<file path="src/rtl/conv_param_sched.sv">
// conv_param_sched: streams weight and bias tiles from their read buffers to the convolution core.
// Optional macro CONV_PARAM_SCHED_PERF_EN adds the perf_stall_cycles backpressure counter.
module conv_param_sched #(
    parameter int WEIGHT_PRECISION_0 = 8,
    parameter int BIAS_PRECISION_0   = 8,
    parameter int IN_C               = 4,
    parameter int KERNEL_X           = 2,
    parameter int KERNEL_Y           = 2,
    parameter int OUT_C              = 4,
    parameter int UNROLL_KERNEL_OUT  = 4,
    parameter int UNROLL_OUT_C       = 4,
    parameter int SLIDING_NUM        = 8,
    localparam int K_TILES  = (KERNEL_X * KERNEL_Y * IN_C) / UNROLL_KERNEL_OUT,
    localparam int OC_TILES = OUT_C / UNROLL_OUT_C,
    localparam int WA       = ((K_TILES * OC_TILES) > 1) ? $clog2(K_TILES * OC_TILES) : 1,
    localparam int BA       = (OC_TILES > 1) ? $clog2(OC_TILES) : 1,
    localparam int WN       = UNROLL_KERNEL_OUT * UNROLL_OUT_C
) (
    input  logic                          clk,
    input  logic                          rst,
    input  logic                          start,
    output logic                          busy,
    output logic                          done,
    output logic                          w_rd_en,
    output logic [WA-1:0]                 w_rd_addr,
    input  logic [WEIGHT_PRECISION_0-1:0] w_rd_data [WN],
    output logic                          b_rd_en,
    output logic [BA-1:0]                 b_rd_addr,
    input  logic [BIAS_PRECISION_0-1:0]   b_rd_data [UNROLL_OUT_C],
    output logic [WEIGHT_PRECISION_0-1:0] weight [WN],
    output logic                          weight_valid,
    input  logic                          weight_ready,
    output logic [BIAS_PRECISION_0-1:0]   bias [UNROLL_OUT_C],
    output logic                          bias_valid,
    input  logic                          bias_ready
`ifdef CONV_PARAM_SCHED_PERF_EN
    ,
    output logic [31:0]                   perf_stall_cycles
`endif
);

    localparam int KW      = (K_TILES > 1) ? $clog2(K_TILES) : 1;
    localparam int OCW     = BA;
    localparam int SW      = (SLIDING_NUM > 1) ? $clog2(SLIDING_NUM) : 1;
    localparam int W_TOTAL = SLIDING_NUM * OC_TILES * K_TILES;
    localparam int B_TOTAL = SLIDING_NUM * OC_TILES;
    localparam int WCW     = $clog2(W_TOTAL + 1);
    localparam int BCW     = $clog2(B_TOTAL + 1);

    localparam logic [KW-1:0]  K_LAST     = KW'(K_TILES - 1);
    localparam logic [OCW-1:0] OC_LAST    = OCW'(OC_TILES - 1);
    localparam logic [SW-1:0]  S_LAST     = SW'(SLIDING_NUM - 1);
    localparam logic [WCW-1:0] W_HS_LAST  = WCW'(W_TOTAL - 1);
    localparam logic [BCW-1:0] B_HS_LAST  = BCW'(B_TOTAL - 1);

    typedef enum logic [1:0] {
        ST_IDLE = 2'd0,
        ST_RUN  = 2'd1,
        ST_DONE = 2'd2
    } state_t;

    state_t state_r, state_nxt_s;
    logic   accept_s, run_s;

    logic [KW-1:0]  wk_r;
    logic [OCW-1:0] woc_r;
    logic [SW-1:0]  ws_r;
    logic           w_iss_all_r, w_inflight_r, w_fin_r, w_pop_s, w_complete_s;
    logic [1:0]     w_occ_r;
    logic [2:0]     w_outstanding_s;
    logic [WCW-1:0] w_hs_cnt_r;
    logic [WEIGHT_PRECISION_0-1:0] w_buf0_r [WN];
    logic [WEIGHT_PRECISION_0-1:0] w_buf1_r [WN];

    logic [OCW-1:0] boc_r;
    logic [SW-1:0]  bs_r;
    logic           b_iss_all_r, b_inflight_r, b_fin_r, b_pop_s, b_complete_s;
    logic [1:0]     b_occ_r;
    logic [2:0]     b_outstanding_s;
    logic [BCW-1:0] b_hs_cnt_r;
    logic [BIAS_PRECISION_0-1:0] b_buf0_r [UNROLL_OUT_C];
    logic [BIAS_PRECISION_0-1:0] b_buf1_r [UNROLL_OUT_C];

    assign accept_s = (state_r == ST_IDLE) && start;
    assign run_s    = (state_r == ST_RUN);
    assign busy     = run_s;
    assign done     = (state_r == ST_DONE);

    // Frame state register
    always_ff @(posedge clk) begin
        if (rst) begin
            state_r <= ST_IDLE;
        end else begin
            state_r <= state_nxt_s;
        end
    end

    // Frame sequencing: RUN ends once both streams have delivered every tile
    always_comb begin
        state_nxt_s = state_r;
        case (state_r)
            ST_IDLE: begin
                if (start) state_nxt_s = ST_RUN;
                else       state_nxt_s = ST_IDLE;
            end
            ST_RUN: begin
                if (w_complete_s && b_complete_s) state_nxt_s = ST_DONE;
                else                              state_nxt_s = ST_RUN;
            end
            ST_DONE: state_nxt_s = ST_IDLE;
            default: state_nxt_s = ST_IDLE;
        endcase
    end

    // Outstanding = stored + in flight - leaving this cycle; a read only issues if it still fits
    assign w_pop_s         = weight_valid && weight_ready;
    assign w_outstanding_s = {1'b0, w_occ_r} + {2'b00, w_inflight_r} - {2'b00, w_pop_s};
    assign w_rd_en         = run_s && !w_iss_all_r && (w_outstanding_s < 3'd2);
    assign w_rd_addr       = WA'(int'(woc_r) * K_TILES + int'(wk_r));
    assign w_complete_s    = w_fin_r || (w_pop_s && (w_hs_cnt_r == W_HS_LAST));
    assign weight_valid    = (w_occ_r != 2'd0) || w_inflight_r;

    assign b_pop_s         = bias_valid && bias_ready;
    assign b_outstanding_s = {1'b0, b_occ_r} + {2'b00, b_inflight_r} - {2'b00, b_pop_s};
    assign b_rd_en         = run_s && !b_iss_all_r && (b_outstanding_s < 3'd2);
    assign b_rd_addr       = boc_r;
    assign b_complete_s    = b_fin_r || (b_pop_s && (b_hs_cnt_r == B_HS_LAST));
    assign bias_valid      = (b_occ_r != 2'd0) || b_inflight_r;

    // Output head: oldest stored tile, or read data straight through when nothing is stored
    always_comb begin
        for (int i = 0; i < WN; i++) begin
            if (w_occ_r != 2'd0) weight[i] = w_buf0_r[i];
            else                 weight[i] = w_rd_data[i];
        end
        for (int i = 0; i < UNROLL_OUT_C; i++) begin
            if (b_occ_r != 2'd0) bias[i] = b_buf0_r[i];
            else                 bias[i] = b_rd_data[i];
        end
    end

    // Weight read loop counters: k innermost, then oc, then sliding position
    always_ff @(posedge clk) begin
        if (rst || accept_s) begin
            wk_r        <= {KW{1'b0}};
            woc_r       <= {OCW{1'b0}};
            ws_r        <= {SW{1'b0}};
            w_iss_all_r <= 1'b0;
        end else if (w_rd_en) begin
            if (wk_r == K_LAST) begin
                wk_r <= {KW{1'b0}};
                if (woc_r == OC_LAST) begin
                    woc_r <= {OCW{1'b0}};
                    if (ws_r == S_LAST) begin
                        ws_r        <= {SW{1'b0}};
                        w_iss_all_r <= 1'b1;
                    end else begin
                        ws_r <= ws_r + SW'(1);
                    end
                end else begin
                    woc_r <= woc_r + OCW'(1);
                end
            end else begin
                wk_r <= wk_r + KW'(1);
            end
        end
    end

    // Bias read loop counters: oc innermost, then sliding position
    always_ff @(posedge clk) begin
        if (rst || accept_s) begin
            boc_r       <= {OCW{1'b0}};
            bs_r        <= {SW{1'b0}};
            b_iss_all_r <= 1'b0;
        end else if (b_rd_en) begin
            if (boc_r == OC_LAST) begin
                boc_r <= {OCW{1'b0}};
                if (bs_r == S_LAST) begin
                    bs_r        <= {SW{1'b0}};
                    b_iss_all_r <= 1'b1;
                end else begin
                    bs_r <= bs_r + SW'(1);
                end
            end else begin
                boc_r <= boc_r + OCW'(1);
            end
        end
    end

    // Handshake counters flag when each stream has delivered its final tile
    always_ff @(posedge clk) begin
        if (rst || accept_s) begin
            w_hs_cnt_r <= {WCW{1'b0}};
            w_fin_r    <= 1'b0;
            b_hs_cnt_r <= {BCW{1'b0}};
            b_fin_r    <= 1'b0;
        end else begin
            if (w_pop_s) begin
                w_hs_cnt_r <= w_hs_cnt_r + WCW'(1);
                if (w_hs_cnt_r == W_HS_LAST) w_fin_r <= 1'b1;
            end
            if (b_pop_s) begin
                b_hs_cnt_r <= b_hs_cnt_r + BCW'(1);
                if (b_hs_cnt_r == B_HS_LAST) b_fin_r <= 1'b1;
            end
        end
    end

    // Weight 2-entry buffer; a return and a pop in the same cycle keep occupancy constant
    always_ff @(posedge clk) begin
        if (rst) begin
            w_occ_r      <= 2'd0;
            w_inflight_r <= 1'b0;
            w_buf0_r     <= '{default: '0};
            w_buf1_r     <= '{default: '0};
        end else begin
            w_inflight_r <= w_rd_en;
            case ({w_inflight_r, w_pop_s})
                2'b10: begin
                    if (w_occ_r == 2'd0) w_buf0_r <= w_rd_data;
                    else                 w_buf1_r <= w_rd_data;
                    w_occ_r <= w_occ_r + 2'd1;
                end
                2'b01: begin
                    w_buf0_r <= w_buf1_r;
                    w_occ_r  <= w_occ_r - 2'd1;
                end
                2'b11: begin
                    if (w_occ_r == 2'd1) begin
                        w_buf0_r <= w_rd_data;
                    end else if (w_occ_r == 2'd2) begin
                        w_buf0_r <= w_buf1_r;
                        w_buf1_r <= w_rd_data;
                    end
                end
                default: w_occ_r <= w_occ_r;
            endcase
        end
    end

    // Bias 2-entry buffer, same discipline as the weight side
    always_ff @(posedge clk) begin
        if (rst) begin
            b_occ_r      <= 2'd0;
            b_inflight_r <= 1'b0;
            b_buf0_r     <= '{default: '0};
            b_buf1_r     <= '{default: '0};
        end else begin
            b_inflight_r <= b_rd_en;
            case ({b_inflight_r, b_pop_s})
                2'b10: begin
                    if (b_occ_r == 2'd0) b_buf0_r <= b_rd_data;
                    else                 b_buf1_r <= b_rd_data;
                    b_occ_r <= b_occ_r + 2'd1;
                end
                2'b01: begin
                    b_buf0_r <= b_buf1_r;
                    b_occ_r  <= b_occ_r - 2'd1;
                end
                2'b11: begin
                    if (b_occ_r == 2'd1) begin
                        b_buf0_r <= b_rd_data;
                    end else if (b_occ_r == 2'd2) begin
                        b_buf0_r <= b_buf1_r;
                        b_buf1_r <= b_rd_data;
                    end
                end
                default: b_occ_r <= b_occ_r;
            endcase
        end
    end

`ifdef CONV_PARAM_SCHED_PERF_EN
    // Saturating count of RUN cycles in which either stream is held off by the consumer
    always_ff @(posedge clk) begin
        if (rst || accept_s) begin
            perf_stall_cycles <= 32'd0;
        end else if (run_s && ((weight_valid && !weight_ready) || (bias_valid && !bias_ready))
                     && (perf_stall_cycles != 32'hFFFF_FFFF)) begin
            perf_stall_cycles <= perf_stall_cycles + 32'd1;
        end
    end
`endif

endmodule

</file>
<file path="config.mk">
export PLATFORM = sky130hd
export DESIGN_NAME = conv_param_sched
export DESIGN_NICKNAME = d
export VERILOG_FILES = /design/src/rtl/conv_param_sched.sv
export SDC_FILE = /design/constraint.sdc
export NUM_CORES = 1
export LEC_CHECK = 0
export ABC_AREA = 1
export BUFFER_PORTS_ARGS = -buffer_cell sky130_fd_sc_hd__clkbuf_2
export CORE_UTILIZATION = 56
export CTS_CLUSTER_SIZE = 10
export DETAILED_ROUTE_END_ITERATION = 12
export PLACE_DENSITY_LB_ADDON = 0.15
export SLEW_MARGIN = 25
export SYNTH_ARGS = -nofsm -noshare
export SYNTH_HDL_FRONTEND = slang
export SYNTH_SLANG_ARGS = --single-unit
</file>
<file path="constraint.sdc">
create_clock -name clk -period 4.15 [get_ports clk]
set_input_delay 0.83 -clock clk [delete_from_list [all_inputs] [get_ports clk]]
set_output_delay 0.83 -clock clk [all_outputs]
set_load 0.1 [all_outputs]
</file>
==> summary.txt <==
Number of instances on the worst hold path = 2
Total of hold buffers inserted after clock tree synthesis = 0
Fraction of final layout cells with drive strength greater than 1 = 0.144
Met1 Use GR = 0.362
Startpoint of the most critical register-to-register path = w_occ_r[1]
Final setup skew = 0.00794 ns
Max-cap viol count = 0
Initial antenna violation count = 3
Die area = 0.0312 mm2
Chip Height = 177 um
Commonest non-fill, non-tap cells in the layout = 709 x sky130_fd_sc_hd__nand2_1, 632 x sky130_fd_sc_hd__nor2_1, 380 x sky130_fd_sc_hd__o21ai_0, 349 x sky130_fd_sc_hd__dfxtp_1, 330 x sky130_fd_sc_hd__clkbuf_2
TritonRoute pass-1 iters = 5
H-tree levels = 2
Slowest stage delay, CP = 0.48 ns
Final hold slack = 0.460 ns
Clock root buffer = sky130_fd_sc_hd__clkbuf_16
Via/cell ratio = 5.21
Core box area = 0.0298 mm2
Final-report max-slew violation count = 0
Hold violation count in the final report = 0
Maximum number of pins on one net before global-route repair = 259
Total instance count after detailed placement = 3297
R2R cell count = 11
Wire length of the first global-routing pass = 73200 um
Routed vias = 17400
Starting Density = 0.573
Max Fclk = 253 MHz
Post-Syn Area per Cell = 6.22 um2
Hold Path Sink = w_iss_all_r
Post-synth EDFFs = 0
Total of warnings raised by yosys = 0
Layout Nets = 3132
Reg-to-Reg End = w_buf0_r[14]
Cell area after technology mapping = 0.0171 mm2
Kind of path behind the tightest hold check = flop to flop
Hold Startpoint = w_iss_all_r
Total congestion overflow after global routing = 0
Crit path setup slack, layout = 0.193 ns
Std cell rows = 63
Layout Area Growth over Synthesis = 16.5%
Final number of setup-violating endpoints = 0
TritonCTS clock tree = done
DRC = 0
Post-synthesis net count = 2925
Critical path required time = 3.32 ns
Met2 track utilization from global routing = 0.465
Accumulated negative setup slack = 0 ns
Sequential-to-total area share from yosys stat = 0.411
Register area = 0.00701 mm2
Transition time at the pin with the least slew margin = 0.949 ns
Cell Chain, Critical Path = inv_1, ha_1, a21oi_2, ha_1, or2_2, fa_1, inv_1, nor3_1, nand2_1, inv_2, buf_12
Final weighted congestion of routability-driven global placement = 0.819
Unrepaired setup endpoints after global routing = no
Register clock-pin slew on the reported worst setup and hold paths = 0.05 ns
Worst-skew pair later-pin latency = 0.52 ns
Initial drt markers = 1354
Post-Route WL = 44300 um
Synthesized instance count = 2743
Number of buffers inserted by post-CTS setup repair = 0
Period utilisation layout = 0.953
Mean routed wirelength per cell = 13.2 um
Area of the multi-input gates = 0.00848 mm2
Arrival @ worst endpoint = 3.13 ns
Antenna viol nets, final = 0
Maximum root-to-sink buffer count = 3
Nature of the critical path startpoint = flop
Top-level I/O count = 334
Setup Slack @ Placement = 0.358 ns
Worst setup slack for register-to-register paths = 1.05 ns
Flip-flop cell with the highest count after synthesis = sky130_fd_sc_hd__dfxtp_1
GR Layer Usage met3 = 0.0504
Critical path peak fanout = 5
Clock Sink Count = 350
Max-slew headroom = 0.367
Count of input and output buffers = 332
Path type of the worst setup path = flop to output port
Time the worst path needs with I/O delays and setup = 3.96 ns
Synth async-reset ratio = 0
FILL cells = 2670
Global routing's busiest layer = met2
Synth Register Bits = 350
Number of cells upsized or downsized after cts = 0
Slowest stage cell, crit path = sky130_fd_sc_hd__fa_1
Number of buffers created by CTS = 41
Leading cell type in the layout, fill and taps excluded = sky130_fd_sc_hd__nand2_1
Detailed placer's ending HPWL = 26900 um
Run status = finished, final reports clean
Total Routing Usage GR = 0.280
X dimension of the die = 177 um
Final non-filler cell total = 3350
Distinct cell type count after synthesis = 30
Type of destination of the critical path = output port
Number of global-route vias before repair = 15600
[routing by layer]
layer,up-vias,wire (um)
li1,8908,-
met1,7865,19200
met2,577,20500
met3,91,3200
met4,0,1350
met5,-,0
[cells in the mapped netlist, types with 5 or more instances]
master	instances	area, um2
sky130_fd_sc_hd__nand2_1	712	2670
sky130_fd_sc_hd__o21ai_1	10	50.1
sky130_fd_sc_hd__inv_1	221	830
sky130_fd_sc_hd__clkbuf_1	113	424
sky130_fd_sc_hd__buf_1	9	33.8
sky130_fd_sc_hd__a21oi_1	53	265
sky130_fd_sc_hd__or2_2	5	31.3
sky130_fd_sc_hd__buf_2	66	330
sky130_fd_sc_hd__dfxtp_1	350	7010
sky130_fd_sc_hd__ha_1	15	188
sky130_fd_sc_hd__nor2_1	633	2380
sky130_fd_sc_hd__o21ai_0	386	1930
sky130_fd_sc_hd__nand3_1	143	716
[kinds of logic after synthesis]
| kind of cell | synth area share |
|---|---|
| fa+ha+maj | 0.0133 |
| flops | 0.411 |
| buf+inv | 0.0964 |
| xor+xnor | 0.00154 |
| simple gates | 0.343 |
| other cells | 0.000220 |
| compound gates | 0.135 |
[worst max-delay path: cells and delay by family, from the launching register on]
family,cells,cell delay (ns)
buffers and inverters,4,0.46
adder cells (fa/ha/maj),3,0.98
flip-flops,1,0.37
AND/OR/NAND/NOR,3,0.62
AO/OA/AOI/OAI,1,0.18
[worst max-delay path by stage]
| stage | startpoint | endpoint | slack (ns) | depth (start not counted) |
|---|---|---|---|---|
| 3_3_place_gp | bias_ready | b_rd_en | 0.37 | 11 |
| 5_1_grt | b_occ_r[0] | b_rd_en | 0.001 | 11 |
| 6_report | b_occ_r[0] | b_rd_en | 0.19 | 11 |
| 4_1_cts | b_occ_r[1] | b_rd_en | 0.007 | 11 |
| 3_5_place_dp | bias_ready | b_rd_en | 0.36 | 11 |
| 2_1_floorplan | w_occ_r[1] | weight[125] | -0.11 | 7 |
[sequential cells by signal, summed over array words and instances (netlist names)]
name	count
bs_r	3
w_inflight_r	1
b_buf0_r	32
w_fin_r	1
b_buf1_r	32
w_iss_all_r	1
w_buf0_r	128
wk_r	2
state_r	2
b_fin_r	1
w_buf1_r	128
w_occ_r	2
b_occ_r	2
w_hs_cnt_r	6
ws_r	3
b_hs_cnt_r	4
b_inflight_r	1
b_iss_all_r	1
[layout make-up]
type	instances	area share
flip-flops and latches	350	0.353
clock inverters	3	0.000944
multi-input cells	1978	0.427
diodes	3	0.000378
clock buffers	47	0.0549
repair buffers	354	0.0972
inverters	225	0.0430
well taps	390	0.0245
[per-stage QoR]
step                      area, um2   util
after detailed placement      18800  0.630
after global routing          19900  0.667
after floorplan               17100      -
after global placement        18800  0.630
final                         19900  0.667
after CTS                     19900  0.667
Power is left out: the tool's default activity adds up to more than one toggle a clock period on the data nets, which glitch-free logic cannot reach.
